<file path="src/rtl/alu_types.sv">
// Shared types for the ALU and the execute stage.
//   alu_control_t : 4-bit ALU operation code; codes 0, 4, 9, 10, 11 and 14 are undefined.
//   exec_state_t  : execute-stage FSM states.
//   is_legal_op() : 1 when the code is a defined alu_control_t operation.
package alu_types;

    typedef enum logic [3:0] {
        ALU_ADD  = 4'd1,
        ALU_SUB  = 4'd2,
        ALU_AND  = 4'd3,
        ALU_OR   = 4'd5,
        ALU_XOR  = 4'd6,
        ALU_SLT  = 4'd7,
        ALU_SLTU = 4'd8,
        ALU_SLL  = 4'd12,
        ALU_SRL  = 4'd13,
        ALU_SRA  = 4'd15
    } alu_control_t;

    typedef enum logic [1:0] {
        S_IDLE,
        S_READ,
        S_EXEC,
        S_DONE
    } exec_state_t;

    function automatic logic is_legal_op(alu_control_t op);
        case (op)
            ALU_ADD, ALU_SUB, ALU_AND, ALU_OR, ALU_XOR,
            ALU_SLT, ALU_SLTU, ALU_SLL, ALU_SRL, ALU_SRA: return 1'b1;
            default:                                      return 1'b0;
        endcase
    endfunction

endpackage

</file>
<file path="src/rtl/alu.sv">
// Combinational N-bit ALU.
//   i_a, i_b   : operands
//   i_op       : operation (alu_control_t); undefined codes give a zero result
//   o_result   : result, mod 2^N
//   o_overflow : signed overflow of ADD/SUB, 0 for every other operation
//   o_zero     : result is zero
//   o_equal    : operands are equal
module alu
    import alu_types::*;
#(
    parameter int unsigned N = 32
) (
    input  logic [N-1:0] i_a,
    input  logic [N-1:0] i_b,
    input  alu_control_t i_op,
    output logic [N-1:0] o_result,
    output logic         o_overflow,
    output logic         o_zero,
    output logic         o_equal
);

    localparam int unsigned SW = $clog2(N);

    logic [N-1:0]  w_sum;
    logic [N-1:0]  w_diff;
    logic [SW-1:0] w_shamt;

    assign w_sum   = i_a + i_b;
    assign w_diff  = i_a - i_b;
    assign w_shamt = i_b[SW-1:0];

    always_comb begin
        o_result   = '0;
        o_overflow = 1'b0;
        case (i_op)
            ALU_ADD: begin
                o_result   = w_sum;
                // Like-signed operands producing an opposite-signed sum
                o_overflow = (i_a[N-1] == i_b[N-1]) && (w_sum[N-1] != i_a[N-1]);
            end
            ALU_SUB: begin
                o_result   = w_diff;
                o_overflow = (i_a[N-1] != i_b[N-1]) && (w_diff[N-1] != i_a[N-1]);
            end
            ALU_AND:  o_result = i_a & i_b;
            ALU_OR:   o_result = i_a | i_b;
            ALU_XOR:  o_result = i_a ^ i_b;
            ALU_SLT:  o_result = {{(N-1){1'b0}}, ($signed(i_a) < $signed(i_b))};
            ALU_SLTU: o_result = {{(N-1){1'b0}}, (i_a < i_b)};
            ALU_SLL:  o_result = i_a << w_shamt;
            ALU_SRL:  o_result = i_a >> w_shamt;
            ALU_SRA:  o_result = $unsigned($signed(i_a) >>> w_shamt);
            default:  o_result = '0;
        endcase
    end

    assign o_zero  = (o_result == '0);
    assign o_equal = (i_a == i_b);

endmodule

</file>
<file path="src/rtl/register_file.sv">
// 32-entry register file, x0 hardwired to zero.
//   clk, rst          : clock, asynchronous active-high clear of every entry
//   i_raddr_a/b       : combinational read ports A and B -> o_rdata_a/b
//   i_dbg_addr        : combinational debug read port -> o_dbg_data
//   i_we, i_waddr,
//   i_wdata           : synchronous write port; writes to x0 are dropped
module register_file #(
    parameter int unsigned N       = 32,
    parameter int unsigned Entries = 32
) (
    input  logic                       clk,
    input  logic                       rst,
    input  logic [$clog2(Entries)-1:0] i_raddr_a,
    output logic [N-1:0]               o_rdata_a,
    input  logic [$clog2(Entries)-1:0] i_raddr_b,
    output logic [N-1:0]               o_rdata_b,
    input  logic [$clog2(Entries)-1:0] i_dbg_addr,
    output logic [N-1:0]               o_dbg_data,
    input  logic                       i_we,
    input  logic [$clog2(Entries)-1:0] i_waddr,
    input  logic [N-1:0]               i_wdata
);

    logic [N-1:0] r_mem [Entries];

    always_ff @(posedge clk or posedge rst) begin
        if (rst) begin
            for (int i = 0; i < int'(Entries); i++) begin
                r_mem[i] <= '0;
            end
        end else if (i_we && (i_waddr != '0)) begin
            r_mem[i_waddr] <= i_wdata;
        end
    end

    assign o_rdata_a  = (i_raddr_a  == '0) ? '0 : r_mem[i_raddr_a];
    assign o_rdata_b  = (i_raddr_b  == '0) ? '0 : r_mem[i_raddr_b];
    assign o_dbg_data = (i_dbg_addr == '0) ? '0 : r_mem[i_dbg_addr];

endmodule

</file>
<file path="src/rtl/exec_unit.sv">
// Multi-cycle execute stage: accept -> read operands -> execute -> hold result until taken.
//   clk, rst                 : clock, asynchronous active-high reset
//   in_valid/in_ready        : instruction handshake (ready only in S_IDLE)
//   in_op, in_rs1, in_rs2,
//   in_rd, in_imm, in_use_imm: decoded instruction, sampled on the accept edge
//   out_valid/out_ready      : result handshake; writeback to rd on the completing edge
//   out_rd, out_result,
//   out_overflow, out_zero,
//   out_equal, out_illegal   : registered result, flags and undefined-op indication
//   dbg_addr/dbg_data        : combinational register-file peek (x0 reads 0)
module exec_unit
    import alu_types::*;
#(
    parameter int unsigned N = 32
) (
    input  logic         clk,
    input  logic         rst,
    input  logic         in_valid,
    output logic         in_ready,
    input  alu_control_t in_op,
    input  logic [4:0]   in_rs1,
    input  logic [4:0]   in_rs2,
    input  logic [4:0]   in_rd,
    input  logic [N-1:0] in_imm,
    input  logic         in_use_imm,
    output logic         out_valid,
    input  logic         out_ready,
    output logic [4:0]   out_rd,
    output logic [N-1:0] out_result,
    output logic         out_overflow,
    output logic         out_zero,
    output logic         out_equal,
    output logic         out_illegal,
    input  logic [4:0]   dbg_addr,
    output logic [N-1:0] dbg_data
);

    exec_state_t  r_state, w_next;
    alu_control_t r_op;
    logic [4:0]   r_rs1, r_rs2, r_rd;
    logic [N-1:0] r_imm, r_op_a, r_op_b, r_result;
    logic         r_use_imm, r_overflow, r_zero, r_equal, r_illegal;

    logic [N-1:0] w_rdata_a, w_rdata_b, w_alu_result;
    logic         w_alu_overflow, w_alu_zero, w_alu_equal, w_we;

    always_comb begin
        w_next = r_state;
        case (r_state)
            S_IDLE:  if (in_valid) w_next = S_READ;
            S_READ:  w_next = S_EXEC;
            S_EXEC:  w_next = S_DONE;
            S_DONE:  if (out_ready) w_next = S_IDLE;
            default: w_next = S_IDLE;
        endcase
    end

    always_ff @(posedge clk or posedge rst) begin
        if (rst) begin
            r_state <= S_IDLE;
        end else begin
            r_state <= w_next;
        end
    end

    always_ff @(posedge clk or posedge rst) begin
        if (rst) begin
            r_op       <= ALU_ADD;
            r_rs1      <= '0;
            r_rs2      <= '0;
            r_rd       <= '0;
            r_imm      <= '0;
            r_use_imm  <= 1'b0;
            r_op_a     <= '0;
            r_op_b     <= '0;
            r_result   <= '0;
            r_overflow <= 1'b0;
            r_zero     <= 1'b0;
            r_equal    <= 1'b0;
            r_illegal  <= 1'b0;
        end else begin
            case (r_state)
                S_IDLE: begin
                    if (in_valid) begin
                        r_op      <= in_op;
                        r_rs1     <= in_rs1;
                        r_rs2     <= in_rs2;
                        r_rd      <= in_rd;
                        r_imm     <= in_imm;
                        r_use_imm <= in_use_imm;
                    end
                end
                S_READ: begin
                    r_op_a <= w_rdata_a;
                    r_op_b <= r_use_imm ? r_imm : w_rdata_b;
                end
                S_EXEC: begin
                    r_result   <= w_alu_result;
                    r_overflow <= w_alu_overflow;
                    r_zero     <= w_alu_zero;
                    r_equal    <= w_alu_equal;
                    r_illegal  <= !is_legal_op(r_op);
                end
                default: ;
            endcase
        end
    end

    // Writeback only on the cycle the consumer takes the result
    assign w_we = (r_state == S_DONE) && out_ready && (r_rd != '0) && !r_illegal;

    register_file #(
        .N       (N),
        .Entries (32)
    ) u_register_file (
        .clk        (clk),
        .rst        (rst),
        .i_raddr_a  (r_rs1),
        .o_rdata_a  (w_rdata_a),
        .i_raddr_b  (r_rs2),
        .o_rdata_b  (w_rdata_b),
        .i_dbg_addr (dbg_addr),
        .o_dbg_data (dbg_data),
        .i_we       (w_we),
        .i_waddr    (r_rd),
        .i_wdata    (r_result)
    );

    alu #(
        .N (N)
    ) u_alu (
        .i_a        (r_op_a),
        .i_b        (r_op_b),
        .i_op       (r_op),
        .o_result   (w_alu_result),
        .o_overflow (w_alu_overflow),
        .o_zero     (w_alu_zero),
        .o_equal    (w_alu_equal)
    );

    assign in_ready     = (r_state == S_IDLE);
    assign out_valid    = (r_state == S_DONE);
    assign out_rd       = r_rd;
    assign out_result   = r_result;
    assign out_overflow = r_overflow;
    assign out_zero     = r_zero;
    assign out_equal    = r_equal;
    assign out_illegal  = r_illegal;

endmodule

</file>
<file path="config.mk">
export PLATFORM = sky130hd
export DESIGN_NAME = exec_unit
export DESIGN_NICKNAME = d
export VERILOG_FILES = /design/src/rtl/alu_types.sv /design/src/rtl/alu.sv /design/src/rtl/register_file.sv /design/src/rtl/exec_unit.sv
export SDC_FILE = /design/constraint.sdc
export NUM_CORES = 2
export LEC_CHECK = 0
export CAP_MARGIN = 25
export CORE_AREA = 2 2 537 272
export DETAILED_ROUTE_END_ITERATION = 10
export DIE_AREA = 0 0 539 274
export GPL_TIMING_DRIVEN = 1
export PLACE_DENSITY = 0.71
export REMOVE_ABC_BUFFERS = 1
export SLEW_MARGIN = 20
export SYNTH_ARGS = -nofsm -noshare
export SYNTH_HDL_FRONTEND = slang
export SYNTH_SLANG_ARGS = --single-unit
</file>
<file path="constraint.sdc">
create_clock -name clk -period 72 [get_ports clk]
set_clock_uncertainty 0.15 [all_clocks]
set_input_delay 10.8 -clock clk [delete_from_list [all_inputs] [get_ports clk]]
set_output_delay 10.8 -clock clk [all_outputs]
set_load 0.02 [all_outputs]
</file>
==> impl_metrics.json <==
{
  "worstPathArrival_ps": 16050,
  "cts_buffers": 106,
  "period_needed_ps": 27000,
  "fin_nets": 6426,
  "ys.flop_type": "dfrtp_1",
  "tightestPinTransition_ps": 1330,
  "cts.clk_slew.worst_paths_ps": 70,
  "vias_per_cell": 7.83,
  "ys_ff_latch": 1178,
  "p_leak_nw": 37.0,
  "fin_crit_sh_pct": 37.5,
  "start_kind": "input pin",
  "first_pass_iters": 6,
  "drv_slew": 0,
  "ioPinCount": 136,
  "initial_core_util_pct": 54.4,
  "synth_edf_count": 0,
  "postCtsSetupBuffers": 0,
  "setup_ws_ps": 45000,
  "grt_pass1_wl_um": 460000,
  "dp_cells": 8064,
  "cp-end-kind": "output pin",
  "grt_pass1_vias": 61300,
  "cts_tree": "yes",
  "powerDensity_nw_per_um2": 38.5,
  "core_area_um2": 144000,
  "crit_fanout": 64,
  "yosysUniqueCellTypes": 87,
  "power.internal_mw": 1.68,
  "postRouteWirelength_um": 324000,
  "clockRootBuffer": "clkbuf_16",
  "post_cts_resized": 0,
  "critPathMaxStageDelay_ps": 870,
  "netlist_instances": 6519,
  "grt_max_degree": 175,
  "required_ps": 61050,
  "fp.dieH_um": 274,
  "avgRoutedWirePerCell_um": 39.2,
  "switching_power_mw": 1.61,
  "die_area_um2": 148000,
  "synth.avg_cell_area_um2": 12.0,
  "rsz0062_at_grt": "false",
  "finalSetupViolCount": 0,
  "rows": 99,
  "fp.dieW_um": 539,
  "grtUsageTotal_pct": 43.3,
  "yosys_warnings": 0,
  "fin_util_pct": 59.3,
  "max_freq_mhz": 37.0,
  "final_cells": 8282,
  "antenna_left": 0,
  "vdd_drop_max_mv": 0.0309,
  "worstSkewPairLatency_ps": 750,
  "combPwrFrac_pct": 51.6,
  "whs_ps": 275,
  "clock-sinks": 1178,
  "drc": 0,
  "drive_above_1_share_pct": 35.8,
  "overflow": 0,
  "crit_path_top_delay_cell": "buf_4",
  "drv_cap": 0,
  "critical_path_class": "input pin to output pin",
  "placed_area_um2": 81400,
  "dp_hpwl_um": 203000,
  "cp_common_cell": "buf_4",
  "netlist_area_um2": 78400,
  "seqPwrFrac_pct": 29.5,
  "crit_chain": "buf_8 > buf_4 > buf_4 > buf_4 > mux4_2 > mux4_2 > mux2i_1 > nor2_1 > clkdlybuf4s50_1",
  "portBuffers": 135,
  "clockBufferDepth": 3,
  "final_area_um2": 85300,
  "setup_tns_ps": 0,
  "postCtsHoldBufs": 0,
  "antenna_found_initial": 13,
  "async_flop_share_pct": 100,
  "slew_headroom_pct": 10.7,
  "dpl_worst_slack_ps": 44950,
  "areaGrowthSynthToFinish_pct": 8.86,
  "hold_viol": 0,
  "run_status": "finished, final reports clean",
  "switching_share_pct": 48.9,
  "hold_path_class": "flop to flop",
  "p_clk_share_pct": 18.8,
  "gp_congestion": 1.09,
  "p_total_mw": 3.29,
  "drt_iter0_markers": 10700,
  "cts_htree_levels": 3,
  "yosysSeqAreaShare_pct": 37.6,
  "num_vias": 64800
}
-- metal layers --
layer  wire length (µm)  share of wire, %  global-route usage [%]
met5                137             0.042                       0
met4              17500               5.4                    19.9
met2             121000                37                    53.8
met3              59400                18                    23.9
met1             126000                39                    60.3
-- worst max-delay path: cells and delay by family --
kind                   cells  cell delay (ps)
multiplexers               3             1440
AND/OR/NAND/NOR            1              140
buffers and inverters      5             3460
-- cell usage in the layout, fill, tap and decap left out, drive strengths merged, types with 12 or more instances in the layout --
cell	netlist	routed
inv	103	109
nor4	17	17
clkdlybuf4s50	0	130
a21o	16	16
o21a	16	16
o21bai	15	15
nor3	106	106
a22oi	18	18
nand2b	14	14
ha	101	101
mux4	628	628
clkbuf	522	142
o2111ai	21	21
nor3b	38	38
a211oi	25	25
o211ai	26	26
a2111oi	12	12
a22o	14	14
and3	12	12
a21oi	412	412
or3	16	16
o31ai	15	15
o2bb2ai	21	21
nand3	50	50
mux2	1172	1172
o21ai	257	257
dfrtp	1177	1177
o22ai	184	184
clkinvlp	0	13
nor2b	23	23
mux2i	457	457
a31oi	46	46
nor2	251	251
nand4	26	26
nand2	234	234
clkinv	1	28
o221ai	141	141
buf	170	196
-- logic make-up after synthesis --
group,Yosys count,synth area share [%]
multiplexers,2257,40.7
AO/OA/AOI/OAI,1334,10.9
flip-flops,1178,37.6
AND/OR/NAND/NOR,840,5.09
buffers and inverters,796,3.89
adder cells (fa/ha/maj),103,1.66
XOR/XNOR,11,0.123
-- final cells by class --
class	instances	area, µm²
fill	11400	58600
multi-input combinational	4545	46200
sequential	1178	29500
timing repair buffer	327	3080
clock buffer	141	2980
tap	1919	2400
clock inverter	57	714
inverter	104	398
antenna	11	27.5
-- sequential cells by signal, summed over array words and instances, names as in the netlist --
register               cells
r_op_b                    32
u_register_file.r_mem   1024
out_zero                   1
r_op_a                    32
out_illegal                1
r_op                       4
out_overflow               1
r_state                    2
r_rs1                      5
out_rd                     5
out_result                32
r_rs2                      5
r_imm                     32
out_equal                  1
r_use_imm                  1
-- power by group through the flow --
| stage | combinational [mW] | sequential (mW) | clock (mW) |
|---|---|---|---|
| floorplan | 1.01 | 1.04 | 0 |
| global placement | 1.56 | 0.965 | 0 |
| detailed placement | 1.59 | 0.965 | 0 |
| CTS | 1.59 | 0.954 | 0.621 |
| global route | 1.73 | 0.974 | 0.648 |
| finish | 1.70 | 0.971 | 0.619 |
-- final timing paths --
kind                                                        start                                      to  slack, ps  cells after the start
max in group asynchronous                                     rst  u_register_file.r_mem[784]$_DFFE_PP0P_      58260                      6
min in group asynchronous                                     rst  u_register_file.r_mem[566]$_DFFE_PP0P_      10420                      2
max                                                   dbg_addr[0]                            dbg_data[27]      45000                      9
min reg2reg                u_register_file.r_mem[996]$_DFFE_PP0P_  u_register_file.r_mem[996]$_DFFE_PP0P_        270                      0
max reg2reg                                 r_op_b[0]$_DFFE_PP0N_                    out_zero$_DFFE_PP0P_      65250                     12
min                        u_register_file.r_mem[996]$_DFFE_PP0P_  u_register_file.r_mem[996]$_DFFE_PP0P_        270                      0
-- synth_stat cells (9+ instances only) --
cell	instances	area (µm²)
dfrtp_1	1177	29500
mux2_2	1172	13200
mux4_2	628	14100
clkbuf_1	522	1960
mux2i_1	456	4560
a21oi_1	412	2060
o21ai_0	254	1270
nor2_1	250	938
nand2_1	234	878
o22ai_1	184	1150
buf_1	143	537
o221ai_1	141	1230
nor3_1	106	531
ha_1	101	1260
inv_1	101	379
nand3_1	50	250
a31oi_1	46	288
nor3b_1	38	285
nand4_1	26	163
o211ai_1	26	195
a211oi_1	23	173
nor2b_1	23	144
buf_2	22	110
o2111ai_1	21	184
o2bb2ai_1	21	184
a22oi_1	18	135
nor4_1	17	106
a21o_1	16	120
o21a_1	16	120
or3_1	16	100
o21bai_1	15	113
o31ai_1	15	113
a22o_1	14	123
nand2b_1	14	87.6
and3_1	12	75.1
a2111oi_0	11	96.3
a311oi_1	11	96.3
or2_2	10	62.6
o211a_1	9	90.1
Note: power is estimated with default switching activity, not from simulation.
